File: config.mk
export PLATFORM = sky130hd
export DESIGN_NAME = ex
export DESIGN_NICKNAME = d
export VERILOG_FILES = /design/src/rtl/ex.sv
export SDC_FILE = /design/constraint.sdc
export NUM_CORES = 1
export LEC_CHECK = 0
export CORE_ASPECT_RATIO = 1.4
export CORE_MARGIN = 2
export CORE_UTILIZATION = 45
export DETAILED_ROUTE_END_ITERATION = 7
export DONT_BUFFER_PORTS = 1
export PLACE_DENSITY = 0.63
export SLEW_MARGIN = 15
export SYNTH_ARGS = -nofsm -noshare
export SYNTH_HDL_FRONTEND = slang
export SYNTH_SLANG_ARGS = --single-unit
File: constraint.sdc
create_clock -name clk -period 4.5 [get_ports clk]
set_input_delay 0.675 -clock clk [delete_from_list [all_inputs] [get_ports clk]]
set_output_delay 0.675 -clock clk [all_outputs]
set_load 0.02 [all_outputs]
File: src/rtl/ex.sv
// Execute stage: single-cycle logic/shift/arith ALU plus an iterative radix-2
// restoring divider that stalls the front of the pipeline while it runs.
module ex (
    input  logic        clk,
    input  logic        rst,
    input  logic [7:0]  aluop_i,
    input  logic [2:0]  alusel_i,
    input  logic [31:0] reg1_i,
    input  logic [31:0] reg2_i,
    input  logic [4:0]  wd_i,
    input  logic        wreg_i,
    input  logic        flush_i,
    output logic [4:0]  wd_o,
    output logic        wreg_o,
    output logic [31:0] wdata_o,
    output logic        stallreq_o
);
    localparam logic [2:0] EXE_RES_NONE  = 3'd0;
    localparam logic [2:0] EXE_RES_LOGIC = 3'd1;
    localparam logic [2:0] EXE_RES_SHIFT = 3'd2;
    localparam logic [2:0] EXE_RES_ARITH = 3'd3;
    localparam logic [2:0] EXE_RES_DIV   = 3'd4;

    localparam logic [7:0] EXE_AND  = 8'h24;
    localparam logic [7:0] EXE_OR   = 8'h25;
    localparam logic [7:0] EXE_XOR  = 8'h26;
    localparam logic [7:0] EXE_SLL  = 8'h7c;
    localparam logic [7:0] EXE_SRL  = 8'h02;
    localparam logic [7:0] EXE_SRA  = 8'h03;
    localparam logic [7:0] EXE_ADD  = 8'h20;
    localparam logic [7:0] EXE_SUB  = 8'h22;
    localparam logic [7:0] EXE_SLT  = 8'h2a;
    localparam logic [7:0] EXE_SLTU = 8'h2b;
    localparam logic [7:0] EXE_DIV  = 8'h1a;
    localparam logic [7:0] EXE_DIVU = 8'h1b;
    localparam logic [7:0] EXE_REM  = 8'h1c;
    localparam logic [7:0] EXE_REMU = 8'h1d;

    typedef enum logic [1:0] {IDLE, CALC, DONE} state_t;

    state_t      state_reg, state_next;
    logic [4:0]  cnt_reg;
    logic [31:0] rem_reg, quot_reg, divisor_reg;
    logic        qsign_reg, rsign_reg, is_rem_reg;

    logic        is_div, is_signed, sign1, sign2, overflow;
    logic [31:0] abs1, abs2, alu_res, div_res;
    logic [32:0] shifted, diff;
    logic        div_stall, div_done;

    assign is_div    = (alusel_i == EXE_RES_DIV) &&
                       (aluop_i == EXE_DIV || aluop_i == EXE_DIVU ||
                        aluop_i == EXE_REM || aluop_i == EXE_REMU);
    assign is_signed = (aluop_i == EXE_DIV) || (aluop_i == EXE_REM);
    assign sign1     = is_signed & reg1_i[31];
    assign sign2     = is_signed & reg2_i[31];
    assign abs1      = sign1 ? -reg1_i : reg1_i;
    assign abs2      = sign2 ? -reg2_i : reg2_i;
    assign overflow  = is_signed && (reg1_i == 32'h8000_0000) && (reg2_i == 32'hffff_ffff);

    // Trial subtraction: bring down the next dividend bit into the partial remainder.
    assign shifted = {rem_reg, quot_reg[31]};
    assign diff    = shifted - {1'b0, divisor_reg};

    always_comb begin
        alu_res = 32'd0;
        case (alusel_i)
            EXE_RES_LOGIC: begin
                case (aluop_i)
                    EXE_OR:  alu_res = reg1_i | reg2_i;
                    EXE_AND: alu_res = reg1_i & reg2_i;
                    EXE_XOR: alu_res = reg1_i ^ reg2_i;
                    default: alu_res = 32'd0;
                endcase
            end
            EXE_RES_SHIFT: begin
                case (aluop_i)
                    EXE_SLL: alu_res = reg1_i << reg2_i[4:0];
                    EXE_SRL: alu_res = reg1_i >> reg2_i[4:0];
                    EXE_SRA: alu_res = $unsigned($signed(reg1_i) >>> reg2_i[4:0]);
                    default: alu_res = 32'd0;
                endcase
            end
            EXE_RES_ARITH: begin
                case (aluop_i)
                    EXE_ADD:  alu_res = reg1_i + reg2_i;
                    EXE_SUB:  alu_res = reg1_i - reg2_i;
                    EXE_SLT:  alu_res = {31'd0, $signed(reg1_i) < $signed(reg2_i)};
                    EXE_SLTU: alu_res = {31'd0, reg1_i < reg2_i};
                    default:  alu_res = 32'd0;
                endcase
            end
            default: alu_res = 32'd0;
        endcase
    end

    always_comb begin
        if (is_rem_reg)
            div_res = rsign_reg ? -rem_reg : rem_reg;
        else
            div_res = qsign_reg ? -quot_reg : quot_reg;
    end

    always_ff @(posedge clk) begin
        if (rst)
            state_reg <= IDLE;
        else
            state_reg <= state_next;
    end

    always_comb begin
        state_next = state_reg;
        div_stall  = 1'b0;
        div_done   = 1'b0;
        case (state_reg)
            IDLE: begin
                if (is_div) begin
                    div_stall  = 1'b1;
                    state_next = (reg2_i == 32'd0 || overflow) ? DONE : CALC;
                end
            end
            CALC: begin
                div_stall = 1'b1;
                if (cnt_reg == 5'd31)
                    state_next = DONE;
            end
            DONE: begin
                div_done   = 1'b1;
                state_next = IDLE;
            end
            default: state_next = IDLE;
        endcase
        if (flush_i) begin
            state_next = IDLE;
            div_stall  = 1'b0;
            div_done   = 1'b0;
        end
    end

    always_ff @(posedge clk) begin
        if (rst) begin
            cnt_reg     <= 5'd0;
            rem_reg     <= 32'd0;
            quot_reg    <= 32'd0;
            divisor_reg <= 32'd0;
            qsign_reg   <= 1'b0;
            rsign_reg   <= 1'b0;
            is_rem_reg  <= 1'b0;
        end else begin
            case (state_reg)
                IDLE: begin
                    if (is_div && !flush_i) begin
                        cnt_reg    <= 5'd0;
                        is_rem_reg <= (aluop_i == EXE_REM) || (aluop_i == EXE_REMU);
                        if (reg2_i == 32'd0) begin
                            quot_reg  <= 32'hffff_ffff;
                            rem_reg   <= reg1_i;
                            qsign_reg <= 1'b0;
                            rsign_reg <= 1'b0;
                        end else if (overflow) begin
                            quot_reg  <= 32'h8000_0000;
                            rem_reg   <= 32'd0;
                            qsign_reg <= 1'b0;
                            rsign_reg <= 1'b0;
                        end else begin
                            quot_reg    <= abs1;
                            rem_reg     <= 32'd0;
                            divisor_reg <= abs2;
                            qsign_reg   <= sign1 ^ sign2;
                            rsign_reg   <= sign1;
                        end
                    end
                end
                CALC: begin
                    cnt_reg  <= cnt_reg + 5'd1;
                    quot_reg <= {quot_reg[30:0], ~diff[32]};
                    rem_reg  <= diff[32] ? shifted[31:0] : diff[31:0];
                end
                default: ;
            endcase
        end
    end

    always_comb begin
        wd_o       = wd_i;
        wreg_o     = wreg_i;
        wdata_o    = div_done ? div_res : alu_res;
        stallreq_o = div_stall;
        if (div_stall || flush_i)
            wreg_o = 1'b0;
        if (rst) begin
            wd_o       = 5'd0;
            wreg_o     = 1'b0;
            wdata_o    = 32'd0;
            stallreq_o = 1'b0;
        end
    end
endmodule
==> results of run 1 <==
==> path summary, 6_finish.rpt <==
kind                            slack, ns                            to                    startpoint
worst min register to register       0.47  divisor_reg[23]$_SDFFE_PP0P_  divisor_reg[23]$_SDFFE_PP0P_
worst min-delay path                 0.36     state_reg[0]$_SDFFE_PP0P_                       flush_i
worst max register to register       0.41      rem_reg[25]$_SDFFE_PP0P_      rem_reg[18]$_SDFFE_PP0P_
worst max-delay path                 0.06                   wdata_o[29]                     reg2_i[1]
==> cells in the final DEF (no fill, tap or decap), drive strengths merged, types with 10 or more instances in the layout <==
| master | count |
|---|---|
| buf | 185 |
| nand2 | 230 |
| a41oi | 10 |
| nor2b | 22 |
| a211oi | 65 |
| o21a | 18 |
| nor4 | 28 |
| o22ai | 48 |
| nor2 | 250 |
| mux2i | 90 |
| xor2 | 52 |
| nand2b | 23 |
| nand4 | 26 |
| mux2 | 17 |
| or4 | 17 |
| o21bai | 15 |
| xnor2 | 121 |
| or3 | 36 |
| a21o | 25 |
| and2 | 14 |
| inv | 144 |
| a21oi | 224 |
| nor3 | 95 |
| o211ai | 43 |
| a31oi | 40 |
| a211o | 10 |
| o41ai | 17 |
| o31ai | 44 |
| a221oi | 37 |
| o21ai | 199 |
| ha | 139 |
| a311oi | 10 |
| a2111oi | 11 |
| and3 | 22 |
| nand3 | 86 |
| o221ai | 10 |
| mux4 | 45 |
| dfxtp | 106 |
==> synthesized netlist by cell type, types with 48 or more instances <==
master / count / area share (%)
nor2_1: 250 / 4.9
nand2_1: 230 / 4.5
a21oi_1: 224 / 5.9
o21ai_0: 195 / 5.1
clkbuf_1: 189 / 3.7
ha_1: 139 / 9.1
inv_1: 139 / 2.7
xnor2_1: 121 / 5.6
dfxtp_1: 106 / 11
nor3_1: 95 / 2.5
mux2i_1: 90 / 4.7
nand3_1: 86 / 2.3
a211oi_1: 65 / 2.6
xor2_1: 52 / 2.4
o22ai_1: 48 / 1.6
==> report_power, final <==
part | switching (mW) | leakage, nW | internal (mW) | total, mW
clock network | 0.424 | 0.136 | 0.387 | 0.811
registers | 0.00162 | 0.855 | 0.938 | 0.940
logic | 0.812 | 7.10 | 0.533 | 1.34
total | 1.24 | 8.09 | 1.86 | 3.10
==> repair_timing <==
item | CTS | global route
resized for setup | 2 | 23
setup endpoints to repair | 2 | 16
setup buffers | 0 | 1
endpoints found under the hold margin | 0 | 0
pin swaps | 0 | 1
gates cloned | 0 | 0
==> worst max-delay path, stage by stage <==
cell and delay, ns:
inv_1 0.09, ha_1 0.35, o21bai_2 0.27, a21oi_1 0.14, o211ai_1 0.54, a211oi_2 0.20
buf_4 0.19, o31ai_1 0.23, buf_4 0.23, mux2i_1 0.21, nor2_1 0.07, nor4_2 0.18
a21oi_1 0.13, buf_4 0.20
==> per-layer routing <==
metal  GRT usage (%)  routed length, µm
met1           49.89              35100
met2           72.72              45760
met3           13.80              11830
met4           40.79              11100
met5               0                 41
==> final cells by class <==
| type | count | share of cell area (%) |
|---|---|---|
| Antenna cell | 2 | 0.02423 |
| Clock buffer | 9 | 1.090 |
| Clock inverter | 7 | 0.2907 |
| Inverter | 141 | 2.568 |
| Multi-Input combinational cell | 2247 | 75.53 |
| Sequential cell | 106 | 10.29 |
| Tap cell | 546 | 3.307 |
| Timing Repair Buffer | 185 | 6.904 |
==> per-stage QoR <==
stage                     util [%]  std cells
after floorplan                  -       2733
after global placement       48.28       3223
after detailed placement     48.28       3223
after CTS                    48.97       3239
after global routing         49.20       3241
final                        49.21       3243
==> kinds of logic after synthesis <==
kind of cell | synth area share [%]
AOI/OAI and AO/OA | 30.32
muxes | 11.07
adders and majority gates | 9.438
and+or+nand+nor | 22.16
buffers and inverters | 7.935
DFF | 11.13
xor gates and xnor gates | 7.948
==> reports/metrics.yaml, run 1 <==
critical_path:
  worstRegToRegCells: 12
  required_ns: 3.83
  crit_path_end_kind: "output pin"
  cp_max_fo: 86
  cp_data_arrival_time_ns: 3.77
  start_kind: "input pin"
  worstSetupPathType: "input pin to output pin"
sta:
  fin_tns_setup_ns: 0
  min_period_ns: 4.445
  slew_violations: 0
  rsz0062_at_grt: "true"
  fin_crit_sh_pct: 98.77
  setup_violations: 0
  slew_headroom_pct: 23.76
  setup_ws_ns: 0.05549
  worst_slew_pin_slew_ns: 1.129
  finalClockSkew_ns: 0.01225
  hold_slack_ns: 0.3577
  hold_viol_final: 0
  max_clock_freq_mhz: 225.0
clocking:
  numCtsBuffers: 9
  clkTransAtPathRegs_ns: 0.08
  htree_levels: 3
  root_buffer: "clkbuf_16"
  insertion_delay_ns: 0.38
  ctsHoldBuffers: 0
  clock-sinks: 106
  tritoncts: "built"
  clock_path_buffers: 2
status:
  run_status: "completed"
route:
  post_drt_via_cell_ratio: 7.033
  drcViolationCount: 0
  ant_nets: 0
  routedWlPerCell_um: 32.02
  detail_route.wirelength_um: 103800
  via_count: 22810
  drtIter0Drc: 2649
  first_pass_iters: 6
worst_hold_path:
  holdPathStages: 1
  hp-class: "input pin to flip-flop"
synthesis:
  synthesis.area_um2: 19060
  syn_nets: 2959
  yosysWarnings: 0
  yosysUniqueCellTypes: 85
  async_flop_share_pct: 0
  ys_ff_latch: 106
  yosys_most_used_dff: "dfxtp_1"
  synth_seq_area_share_pct: 11.13
  avgSynthCellArea_um2: 6.976
  synth-edff-count: 0
  syn-instance-count: 2733
placement:
  pre_cts_ws_ns: -0.09579
  place_hpwl_um: 78710
  gp_congestion: 1.081
  place.port_buffers: 0
  placed_cell_area_um2: 20270
floorplanning:
  io_pins: 123
  core_area_um2: 41980
  start_util_pct: 45.41
  num_rows: 89
  die-area_um2: 44050
  die_h_um: 247.5
  die_w_um: 178.0
layout:
  multi_input_area_um2: 15600
  syn_to_final_growth_pct: 8.361
  fin_nets: 2916
  drive_above_1_share_pct: 11.99
  regArea_um2: 2126
  stdcell_area_um2: 20660
  nFillCells: 4260
global_route:
  grt_pass1_wl_um: 147500
  grt_pass1_vias: 21630
  grt_overflow: 0
  grt_max_degree: 111
  grt_antenna_before_repair: 5
  grtUsageTotal_pct: 46.10
power:
  leakage_nw: 8.090
  p_total_mw: 3.096
  peakVddDrop_mv: 0.2351
  pwr_density_cell_nw_per_um2: 149.9
flow_run:
  maxCapViolations: 0
(Power assumes the default switching activity.)
==> run 2, diff against run 1 <==
Settings changed: CORE_UTILIZATION 45 to 30, PLACE_DENSITY 0.63 to 0.46.
==> run 2 against run 1 <==
  * Via count shrank 1.3%
  * Die area grew 49%
  * Critical path type unchanged
  * Sequential power is essentially flat
  * Critical endpoint is now wdata_o[12]
  * Hold slack gained 0.0057 ns
  * Clock power grew 11%
  * Combinational power grew 6%
  * Power grew 5.3%
  * Routed wire length grew 9.3%
  * Utilization shrank 15 points
  * Non-clock buffer count grew 88
  * Critical path depth grew 2
  * Global-route usage shrank 12 points
==> reports/metrics.yaml, run 2 (synthesis gave the netlist of run 1 again) <==
sta:
  slew_headroom_pct: 29.41  # +5.6 points
  max_clock_freq_mhz: 224.7  # -0.14%
  worst_slew_pin_slew_ns: 1.052  # -0.07743 ns
  slew_violations: 0  # unchanged
  min_period_ns: 4.451  # +0.006249 ns
  rsz0062_at_grt: "true"
  setup_ws_ns: 0.04924  # -0.006249 ns
  hold_viol_final: 0  # unchanged
  fin_crit_sh_pct: 98.91  # +0.14 points
  setup_violations: 0  # unchanged
  finalClockSkew_ns: 0.01761  # +0.005362 ns
global_route:
  grt_antenna_before_repair: 3  # -2
  grtUsageTotal_pct: 33.81  # -12 points
  grt_max_degree: 111  # unchanged
  grt_pass1_wl_um: 160600  # +8.9%
  grt_overflow: 0  # unchanged
  grt_pass1_vias: 22050  # +1.9%
placement:
  dp.cells: 3597  # +12%
  gp_congestion: 1.023  # -5.3%
  place_hpwl_um: 88770  # +13%
  place.port_buffers: 0  # unchanged
  pre_cts_ws_ns: -0.2458  # -0.1500 ns
  placed_cell_area_um2: 21300  # +5.1%
critical_path:
  path_cells: "inv_1 -> ha_1 -> inv_1 -> fa_1 -> nand2b_1 -> a221oi_1 -> buf_4 -> o311ai_1 -> buf_4 -> a31oi_1 -> a21oi_1 -> xor2_1 -> a221oi_2 -> o21ai_0 -> buf_4 -> buf_4"
  worst_path_most_repeated_cell: "buf_4"
  start_kind: "input pin"
  cp_data_arrival_time_ns: 3.78  # about the same
  crit_path_end_kind: "output pin"
  required_ns: 3.83  # about the same
  worstSetupPathType: "input pin to output pin"
  crit_slowest_cell: "a221oi_2"
  slowest_delay_ns: 0.43  # -0.11 ns
  r2r_slack_ns: 0.57  # +0.16 ns
  critPathBufInv: 6  # +2
  cp_max_fo: 9  # -90%
  critical-path-top-delay-family: "compound AO/OA/AOI/OAI gates"
route:
  routedWlPerCell_um: 31.40  # -1.9%
  ant_nets: 0  # unchanged
  drtIter0Drc: 2203  # -17%
  via_count: 22520  # -1.3%
  first_pass_iters: 5  # -1
  drcViolationCount: 0  # unchanged
  post_drt_via_cell_ratio: 6.226  # -11%
  detail_route.wirelength_um: 113500  # +9.3%
layout:
  finalNonFillerCells: 3616  # +12%
  syn_to_final_growth_pct: 14.10
  final_cell_mix: "270 x buf_4, 248 x nor2_1, 229 x nand2_1"
  nFillCells: 6888  # +62%
  stdcell_area_um2: 21750  # +5.3%
  fin_nets: 3004  # +3.0%
  final_common_cell: "buf_4"
  drive_above_1_share_pct: 14.92  # +2.9 points
clocking:
  clock-sinks: 106  # unchanged
  insertion_delay_ns: 0.38  # about the same
  numCtsBuffers: 9  # unchanged
  htree_levels: 3  # unchanged
  clkTransAtPathRegs_ns: 0.08  # about the same
  tritoncts: "built"
  clock_path_buffers: 2  # unchanged
  root_buffer: "clkbuf_16"
power:
  p_int_mw: 2.013  # +8.3%
  peakVddDrop_mv: 0.1571  # -33%
  pwr_density_cell_nw_per_um2: 149.9  # about the same
  leakage_nw: 8.548  # +5.7%
  p_sw_mw: 1.247  # +0.78%
  switching_share_pct: 38.25  # -1.7 points
  p_comb_share_pct: 43.7  # +0.3 points
  seqPwrFrac_pct: 28.8  # -1.6 points
  pwr-share-clk_pct: 27.5  # +1.3 points
floorplanning:
  die_h_um: 302.3  # +22%
  core_area_um2: 63010  # +50%
  die-area_um2: 65610  # +49%
  die_w_um: 217.1  # +22%
  num_rows: 109  # +22%
  io_pins: 123  # unchanged
  start_util_pct: 30.26  # -15 points
status:
  run_status: "completed"
worst_hold_path:
  hp-class: "input pin to flip-flop"
flow_run:
  maxCapViolations: 0  # unchanged
[run 2: cell types whose count changed in the layout (fill, tap and decap cells not counted), sizes merged]
cell	delta
bufinv	+2
inv	-2
clkinvlp	-2
buf	+88
clkbuf	+1
[run 2: layer usage]
layer / track usage (%) / wire [µm]
met1: 38.98 / 42720
met2: 58.18 / 53960
met3: 4.535 / 7848
met4: 22.98 / 9013
met5: 0 / 0
[run 2: area by class of cell]
class / instances / area (µm²) / share of cell area (%)
Clock inverter: 5 / 86.33 / 0.3969
Clock buffer: 10 / 229.0 / 1.053
Antenna cell: 2 / 5.005 / 0.02301
Sequential cell: 106 / 2130 / 9.789
Inverter: 141 / 530.5 / 2.439
Multi-Input combinational cell: 2247 / 15650 / 71.92
Timing Repair Buffer: 273 / 2087 / 9.594
Tap cell: 832 / 1041 / 4.785
[run 2: worst paths after layout]
kind / to / startpoint / depth (start not counted)
worst max-delay path: wdata_o[12] / reg1_i[0] / 16
worst min-delay path: state_reg[1]$_SDFFE_PP0P_ / flush_i / 1
worst max register to register: rem_reg[11]$_SDFFE_PP0P_ / quot_reg[31]$_SDFFE_PP0P_ / 14
worst min register to register: divisor_reg[5]$_SDFFE_PP0P_ / divisor_reg[5]$_SDFFE_PP0P_ / 2
[run 2: repair_timing]
item / 4_1_cts / 5_1_grt
setup endpoints to repair: 8 / 19
cloned: 0 / 0
hold buffers: 0 / 0
resized for setup: 5 / 28
setup buffers: 0 / 2
pin swaps: 0 / 3
[run 2: per-stage QoR]
step                      hold slack, ns   TNS [ns]  power [mW]  utilization (%)
final                             0.3634          0       3.260            34.52
after global routing              0.3569  -0.002374       3.399            34.52
after CTS                         0.3467          0       3.245            34.32
after detailed placement          0.4547     -1.107       2.337            33.80
after global placement            0.4446     -1.284       2.348            33.80
after floorplan                   0.4395          0       1.895                -
[run 2: power groups by stage]
stage / combinational, mW / sequential (mW) / clock (mW)
finish: 1.42 / 0.939 / 0.898
global route: 1.51 / 0.939 / 0.952
CTS: 1.38 / 0.940 / 0.921
detailed placement: 1.37 / 0.962 / 0
global placement: 1.39 / 0.962 / 0
floorplan: 0.934 / 0.961 / 0
